<file path="src/rtl/pipe_pkg.sv">
// Shared definitions for the generic pipeline stage register.
// State encodings double as the occupancy count reported on occ_o.
package pipe_pkg;

  localparam logic [1:0] ST_EMPTY = 2'd0;
  localparam logic [1:0] ST_ONE   = 2'd1;
  localparam logic [1:0] ST_TWO   = 2'd2;

endpackage : pipe_pkg

</file>
<file path="src/rtl/pipe_stage_reg.sv">
// Generic valid/ready pipeline stage register with an optional skid entry and hold/flush
// flow control. It replaces the hand-written IF/ID, ID/EX, EX/MEM and MEM/WB registers.
module pipe_stage_reg
  import pipe_pkg::*;
#(
  parameter int DATA_W     = 32,
  parameter int SKID       = 1,
  parameter int CLEAR_DATA = 1
) (
  input  logic              clk,
  input  logic              rst,
  input  logic              fc_flush_i,
  input  logic              fc_bk_i,
  input  logic              up_valid_i,
  output logic              up_ready_o,
  input  logic [DATA_W-1:0] up_data_i,
  output logic              dn_valid_o,
  input  logic              dn_ready_i,
  output logic [DATA_W-1:0] dn_data_o,
  output logic [1:0]        occ_o
);

  logic [1:0]        r_state;
  logic [DATA_W-1:0] r_main;
  logic [DATA_W-1:0] r_skid;

  logic w_up_ready;
  logic w_dn_valid;
  logic w_up_fire;
  logic w_dn_fire;

  assign w_dn_valid = (r_state != ST_EMPTY) && !fc_bk_i;

  // With the skid entry, upstream ready depends only on local state, so the
  // dn_ready_i -> up_ready_o combinational path is cut.
  generate
    if (SKID != 0) begin : g_skid_ready
      assign w_up_ready = !rst && !fc_bk_i && (r_state != ST_TWO);
    end else begin : g_pass_ready
      assign w_up_ready = !rst && !fc_bk_i && (!w_dn_valid || dn_ready_i);
    end
  endgenerate

  assign w_up_fire = up_valid_i && w_up_ready;
  assign w_dn_fire = w_dn_valid && dn_ready_i;

  // NOTE: the payload registers are only cleared when CLEAR_DATA is set; leaving them
  // out of reset otherwise lets synthesis use plain (non-resettable) flops for wide payloads.
  always_ff @(posedge clk) begin
    if (rst || fc_flush_i) begin
      r_state <= ST_EMPTY;
      if (CLEAR_DATA != 0) begin
        r_main <= '0;
        r_skid <= '0;
      end
    end else if (!fc_bk_i) begin
      case (r_state)
        ST_EMPTY: begin
          if (w_up_fire) begin
            r_state <= ST_ONE;
            r_main  <= up_data_i;
          end
        end
        ST_ONE: begin
          if (w_up_fire && w_dn_fire) begin
            r_main <= up_data_i;
          end else if (w_up_fire && (SKID != 0)) begin
            r_state <= ST_TWO;
            r_skid  <= up_data_i;
          end else if (w_dn_fire) begin
            r_state <= ST_EMPTY;
          end
        end
        ST_TWO: begin
          if (w_dn_fire) begin
            r_state <= ST_ONE;
            r_main  <= r_skid;
          end
        end
        default: r_state <= ST_EMPTY;
      endcase
    end
  end

  assign up_ready_o = w_up_ready;
  assign dn_valid_o = w_dn_valid;
  assign dn_data_o  = r_main;
  assign occ_o      = r_state;

endmodule : pipe_stage_reg

</file>
<file path="config.mk">
export PLATFORM = sky130hd
export DESIGN_NAME = pipe_stage_reg
export DESIGN_NICKNAME = d
export VERILOG_FILES = /design/src/rtl/pipe_pkg.sv /design/src/rtl/pipe_stage_reg.sv
export SDC_FILE = /design/constraint.sdc
export NUM_CORES = 1
export LEC_CHECK = 0
export ABC_AREA = 1
export CORE_AREA = 2 2 85 87
export DETAILED_ROUTE_END_ITERATION = 10
export DIE_AREA = 0 0 87 89
export PLACE_DENSITY_LB_ADDON = 0.05
export SLEW_MARGIN = 10
export SYNTH_ARGS = -nofsm -noshare
export SYNTH_HDL_FRONTEND = slang
export SYNTH_SLANG_ARGS = --single-unit
</file>
<file path="constraint.sdc">
create_clock -name clk -period 1.8 [get_ports clk]
set_clock_uncertainty 0.1 [all_clocks]
set_input_delay 0.36 -clock clk [delete_from_list [all_inputs] [get_ports clk]]
set_output_delay 0.36 -clock clk [all_outputs]
set_load 0.005 [all_outputs]
</file>
== After elaboration in Yosys (flattened, before gate mapping) ==
Cells that the tools add are included.

* Equality and inequality tests: 8
* Mux-type cells: 10
* Bitwise gates (word level): 2
* Reductions and logical operators: 15

{| class="wikitable"
|+ Operators by type and width
! operator !! count
|-
| $mux W32 || 3
|-
| $pmux W32 S3 || 1
|-
| $mux W2 || 5
|-
| $ne A2 B2 Y1 const B || 5
|-
| $reduce_and A5 Y1 || 2
|-
| $logic_and A1 B1 Y1 || 6
|-
| $pmux W2 S3 || 1
|-
| $reduce_and A4 Y1 || 1
|-
| $ne A3 B3 Y1 const B || 1
|-
| $reduce_bool A3 Y1 || 1
|-
| $eq A2 B1 Y1 const B || 1
|-
| $eq A2 B2 Y1 const B || 1
|-
| $logic_not A1 Y1 || 2
|-
| $logic_not A2 Y1 || 1
|-
| $not A1 Y1 || 2
|-
| $reduce_bool A2 Y1 || 1
|-
| $logic_or A1 B1 Y1 || 1
|}

* Bits in registers: 66
* Input port bits: 38
* Output and inout bits: 36

== Depth between registers and ports, before layout ==
* Depth in word-level cells: 7
* Depth in mapped cells: 10

== Worst setup path after synthesis ==
No wires, ideal clock.

* Kind: register to register
* From: register r_state[1] (netlist: occ_o[1])
* To: register r_main[0] (netlist: dn_data_o[0])
* Library setup time: 0.115 ns
* Arrival time: 1.287 ns
* Setup slack: 0.298 ns
* Cell stages (with the launch flop): 9
* Path buffers: 1
* Period minus slack after synthesis: 1.502 ns
* Path through: dfxtp_1 inv_2 nand2_4 nand2_2 nor2_4 nand3_4 buf_2 a21oi_1 nor2_1

* Cells in the longest elaborated chain, start to end: 6
* Elaborated cells on any way between the ends: 16
* Those cells by class: 6 x eq/ne; 1 x mux; 9 x reduce/logical

{| class="wikitable"
|+ RTL lines
! element !! RTL line !! source
|-
| start: declaration || pipe_stage_reg.sv:23 || <nowiki>logic [1:0] r_state;</nowiki>
|-
| start signal: assignment || pipe_stage_reg.sv:51 || <nowiki>r_state <= ST_EMPTY;</nowiki>
|-
| start signal: assignment || pipe_stage_reg.sv:60 || <nowiki>r_state <= ST_ONE;</nowiki>
|-
| start signal: assignment || pipe_stage_reg.sv:68 || <nowiki>r_state <= ST_TWO;</nowiki>
|-
| $ne A2 B2 Y1 / $reduce_bool A2 Y1 (equally long branches) || pipe_stage_reg.sv:38, pipe_stage_reg.sv:32 ||
|-
| $logic_and A1 B1 Y1, on equally long branches || pipe_stage_reg.sv:38, pipe_stage_reg.sv:32 ||
|-
| $logic_and A1 B1 Y1, on equally long branches || pipe_stage_reg.sv:44, pipe_stage_reg.sv:45 ||
|-
| $logic_and A1 B1 Y1 || pipe_stage_reg.sv:65 || <nowiki>if (w_up_fire && w_dn_fire) begin</nowiki>
|-
| $ne A2 B2 Y1 (no source line) || n/a ||
|-
| $reduce_and A5 Y1 (no source line) || n/a ||
|-
| end signal: assignment || pipe_stage_reg.sv:61 || <nowiki>r_main <= up_data_i;</nowiki>
|-
| end signal: assignment || pipe_stage_reg.sv:66 || <nowiki>r_main <= up_data_i;</nowiki>
|-
| end signal: assignment || pipe_stage_reg.sv:77 || <nowiki>r_main <= r_skid;</nowiki>
|-
| end: declaration || pipe_stage_reg.sv:24 || <nowiki>logic [DATA_W-1:0] r_main;</nowiki>
|}

Several ways; a longest one is shown, not always the timed one.
A chain may end at the register's enable or synchronous reset.

== Final worst setup path ==
* From: register r_state[0] (netlist: occ_o[0])
* To: output port occ_o[0]

{| class="wikitable"
|+ RTL lines
! element !! RTL line !! source
|-
| end: declaration || pipe_stage_reg.sv:20 || <nowiki>output logic [1:0] occ_o</nowiki>
|}

No word-level cell between the ends.

==> results.sh <==
export IMPL_max_freq_mhz=574.8
export IMPL_peakVddDrop_uv=453.0
export IMPL_ys_seq_elements=66
export IMPL_coreArea_um2=6719
export IMPL_antenna_found_initial=0
export IMPL_cts_tree="yes"
export IMPL_clockPowerShare=0.421
export IMPL_drv_cap=0
export IMPL_dp_slack_ns=-0.2939
export IMPL_crit_arrival_ns=1.28
export IMPL_status="completed"
export IMPL_tightest_slew_ns=0.3796
export IMPL_rr_startpoint="occ_o[1]"
export IMPL_min_period_ns=1.740
export IMPL_row_count=30
export IMPL_ys_seq_area_frac=0.4006
export IMPL_reg2reg_setup_slack_ns=0.10
export IMPL_wl_per_cell_um=12.21
export IMPL_initial_core_util=0.4909
export IMPL_synth_edf_count=0
export IMPL_grt_pass1_vias=2848
export IMPL_synth_top_cells_by_count="nand2_1 (134), nor2_1 (100), dfxtp_1 (66), inv_1 (38), a21oi_1 (33)"
export IMPL_syn_area_per_cell_um2=6.772
export IMPL_ioPinCount=74
export IMPL_yosysTopAreaCell="dfxtp_1"
export IMPL_viasPerCell=4.898
export IMPL_layout_setup_ws_ns=0.06025
export IMPL_crit_fanout=2
export IMPL_p_sw_frac=0.2350
export IMPL_grt_start_max_net_pins=45
export IMPL_drt_iter0_drc=179
export IMPL_die_h_um=89
export IMPL_power_density_nw_per_um2=713.0
export IMPL_portBuffers=73
export IMPL_final_core_util=0.6706
export IMPL_grt_overflow_total=0
export IMPL_combPwrFrac=0.115
export IMPL_rsz0062_at_grt="false"
export IMPL_syn_nets=525
export IMPL_leakage_nw=2.088
export IMPL_clock_sinks=66
export IMPL_num_vias=3218
export IMPL_worst_setup_path_end_kind="output port"
export IMPL_synth_top_area_share=0.4006
export IMPL_critPathLaunch="occ_o[0]"
export IMPL_firstDrtPassIters=4
export IMPL_drt_total_wl_um=8019
export IMPL_dieArea_um2=7743
export IMPL_clk_latency_ns=0.33
export IMPL_num_fill_cells=595
export IMPL_ff2ff_path_depth=11
export IMPL_async_reset_ff_frac=0
export IMPL_drc=0
export IMPL_clk_pin_slew_ns=0.08
export IMPL_final_nets=610
export IMPL_cts_buffers=9
export IMPL_seqCellArea_um2=1324
export IMPL_gp_congestion=0.7756
export IMPL_critPathCapture="occ_o[0]"
export IMPL_final_max_slew_viol_count=0
export IMPL_seqPwrFrac=0.464
export IMPL_power_switching_uw=755.0
export IMPL_worstSetupStartpointType="register"
export IMPL_synthFlopType="dfxtp_1"
export IMPL_grt_pass1_wl_um=13050
export IMPL_hold_viol=0
export IMPL_whs_ns=0.3856
export IMPL_root_buffer="clkbuf_8"
export IMPL_grt_usage=0.2134
export IMPL_holdBufCountCts=0
export IMPL_place_hpwl_um=5290
export IMPL_ant_nets=0
export IMPL_hold_class="reg2reg"
export IMPL_finalCritPeriodShare=0.9665
export IMPL_p_int_mw=2.457
export IMPL_n_antenna_cell=0
export IMPL_die_x_um=87
export IMPL_synthCells=487
export IMPL_reg2reg_to="dn_data_o[30]"
export IMPL_area_growth_pct=36.61
export IMPL_synthTopCellsByArea="dfxtp_1 (40%), nand2_1 (15%), nor2_1 (11%), nand3_2 (6.1%), a21oi_1 (5.0%)"
export IMPL_ys_types=21
export IMPL_synth_most_common_cell="nand2_1"
export IMPL_yosysWarnings=0
export IMPL_criticalPathCategory="reg2out"
export IMPL_drive_gt1_frac=0.1508
export IMPL_placed_cell_area_um2=4228
export IMPL_setup_violations=0
export IMPL_cts_buffer_depth=2
export IMPL_htree_num_levels=3
export IMPL_fin_area_um2=4506
export IMPL_crit_required_ns=1.34
export IMPL_multi_input_area_um2=1652
export IMPL_max_slew_margin=0.7469
export IMPL_syn_area_um2=3298
export IMPL_power_mw=3.212
## stage by stage
| step | std cells | TNS (ns) |
|---|---|---|
| floorplan | 487 | 0 |
| global placement | 634 | -11.05 |
| detailed placement | 634 | -13.10 |
| CTS | 654 | -0.006971 |
| global route | 657 | 0 |
| finish | 657 | 0 |
## per-layer routing
layer | track usage | up-vias | routed length (um)
met5 | 0 | - | 0
met4 | 0.08239 | 0 | 85
met3 | 0.04247 | 7 | 342
met2 | 0.3456 | 75 | 3716
met1 | 0.2819 | 1460 | 3874
li1 | - | 1676 | -
## cells in the final DEF, fill, tap and decap left out, types with 2 or more instances in the layout
| master | instances |
|---|---|
| nand2_1 | 134 |
| nor2_1 | 98 |
| clkdlybuf4s50_1 | 68 |
| dfxtp_1 | 64 |
| inv_1 | 38 |
| a21oi_1 | 33 |
| o21ai_1 | 32 |
| buf_4 | 24 |
| nand3_2 | 20 |
| nand3_1 | 14 |
| clkbuf_8 | 9 |
| buf_12 | 7 |
| nand2_4 | 4 |
| inv_2 | 3 |
| nand3_4 | 3 |
| nor2_4 | 3 |
| dlygate4sd2_1 | 3 |
| inv_4 | 2 |
| clkbuf_1 | 2 |
| clkinv_2 | 2 |
| bufinv_16 | 2 |
| dfxtp_2 | 2 |
## cell type report
class | count | area share
timing repair buffer | 105 | 0.2338
tap | 80 | 0.02222
sequential | 66 | 0.2938
clock buffer | 11 | 0.02916
multi-input combinational | 347 | 0.3666
inverter | 43 | 0.03693
clock inverter | 5 | 0.01750
## critical path, cell delays in order (launching register included)
cell	delay [ns]
dfxtp_2	0.35
buf_4	0.11
clkdlybuf4s50_1	0.48
## sequential cells by signal, indices dropped and copies added (netlist names)
name	cells
r_skid	32
occ_o	2
dn_data_o	32
## power by group through the flow
stage               Combinational, mW  Clock, mW  Sequential (mW)
finish                          0.370       1.35             1.49
floorplan                       0.179          0             1.53
global route                    0.410       1.44             1.49
CTS                             0.370       1.37             1.49
detailed placement              0.365          0             1.53
global placement                0.360          0             1.52
## worst min-delay path by stage
stage / start / to / slack [ns] / cells after the start
floorplan: r_skid[0] / r_skid[0] / 0.35 / 2
global placement: r_skid[13] / r_skid[13] / 0.36 / 2
detailed placement: r_skid[9] / r_skid[9] / 0.37 / 2
CTS: r_skid[2] / r_skid[2] / 0.39 / 2
global route: r_skid[2] / r_skid[2] / 0.41 / 2
finish: r_skid[8] / r_skid[8] / 0.39 / 2
## cell families (layout without fill, tap and decap cells)
kind of cell / count (synthesis) / in the layout / share of synthesized area
and+or+nand+nor: 280 / 280 / 0.3919
buffers and inverters: 74 / 164 / 0.1047
AOI/OAI and AO/OA: 67 / 67 / 0.1028
DFF: 66 / 66 / 0.4006
## what timing repair did
item                                    4_1_cts  5_1_grt
endpoints found under the setup margin        3        2
resized for setup                            12        4
endpoints found under the hold margin         0        0
pin swaps                                     2        1
buffers inserted                              4        3
Note: power is estimated with default switching activity, not from simulation.
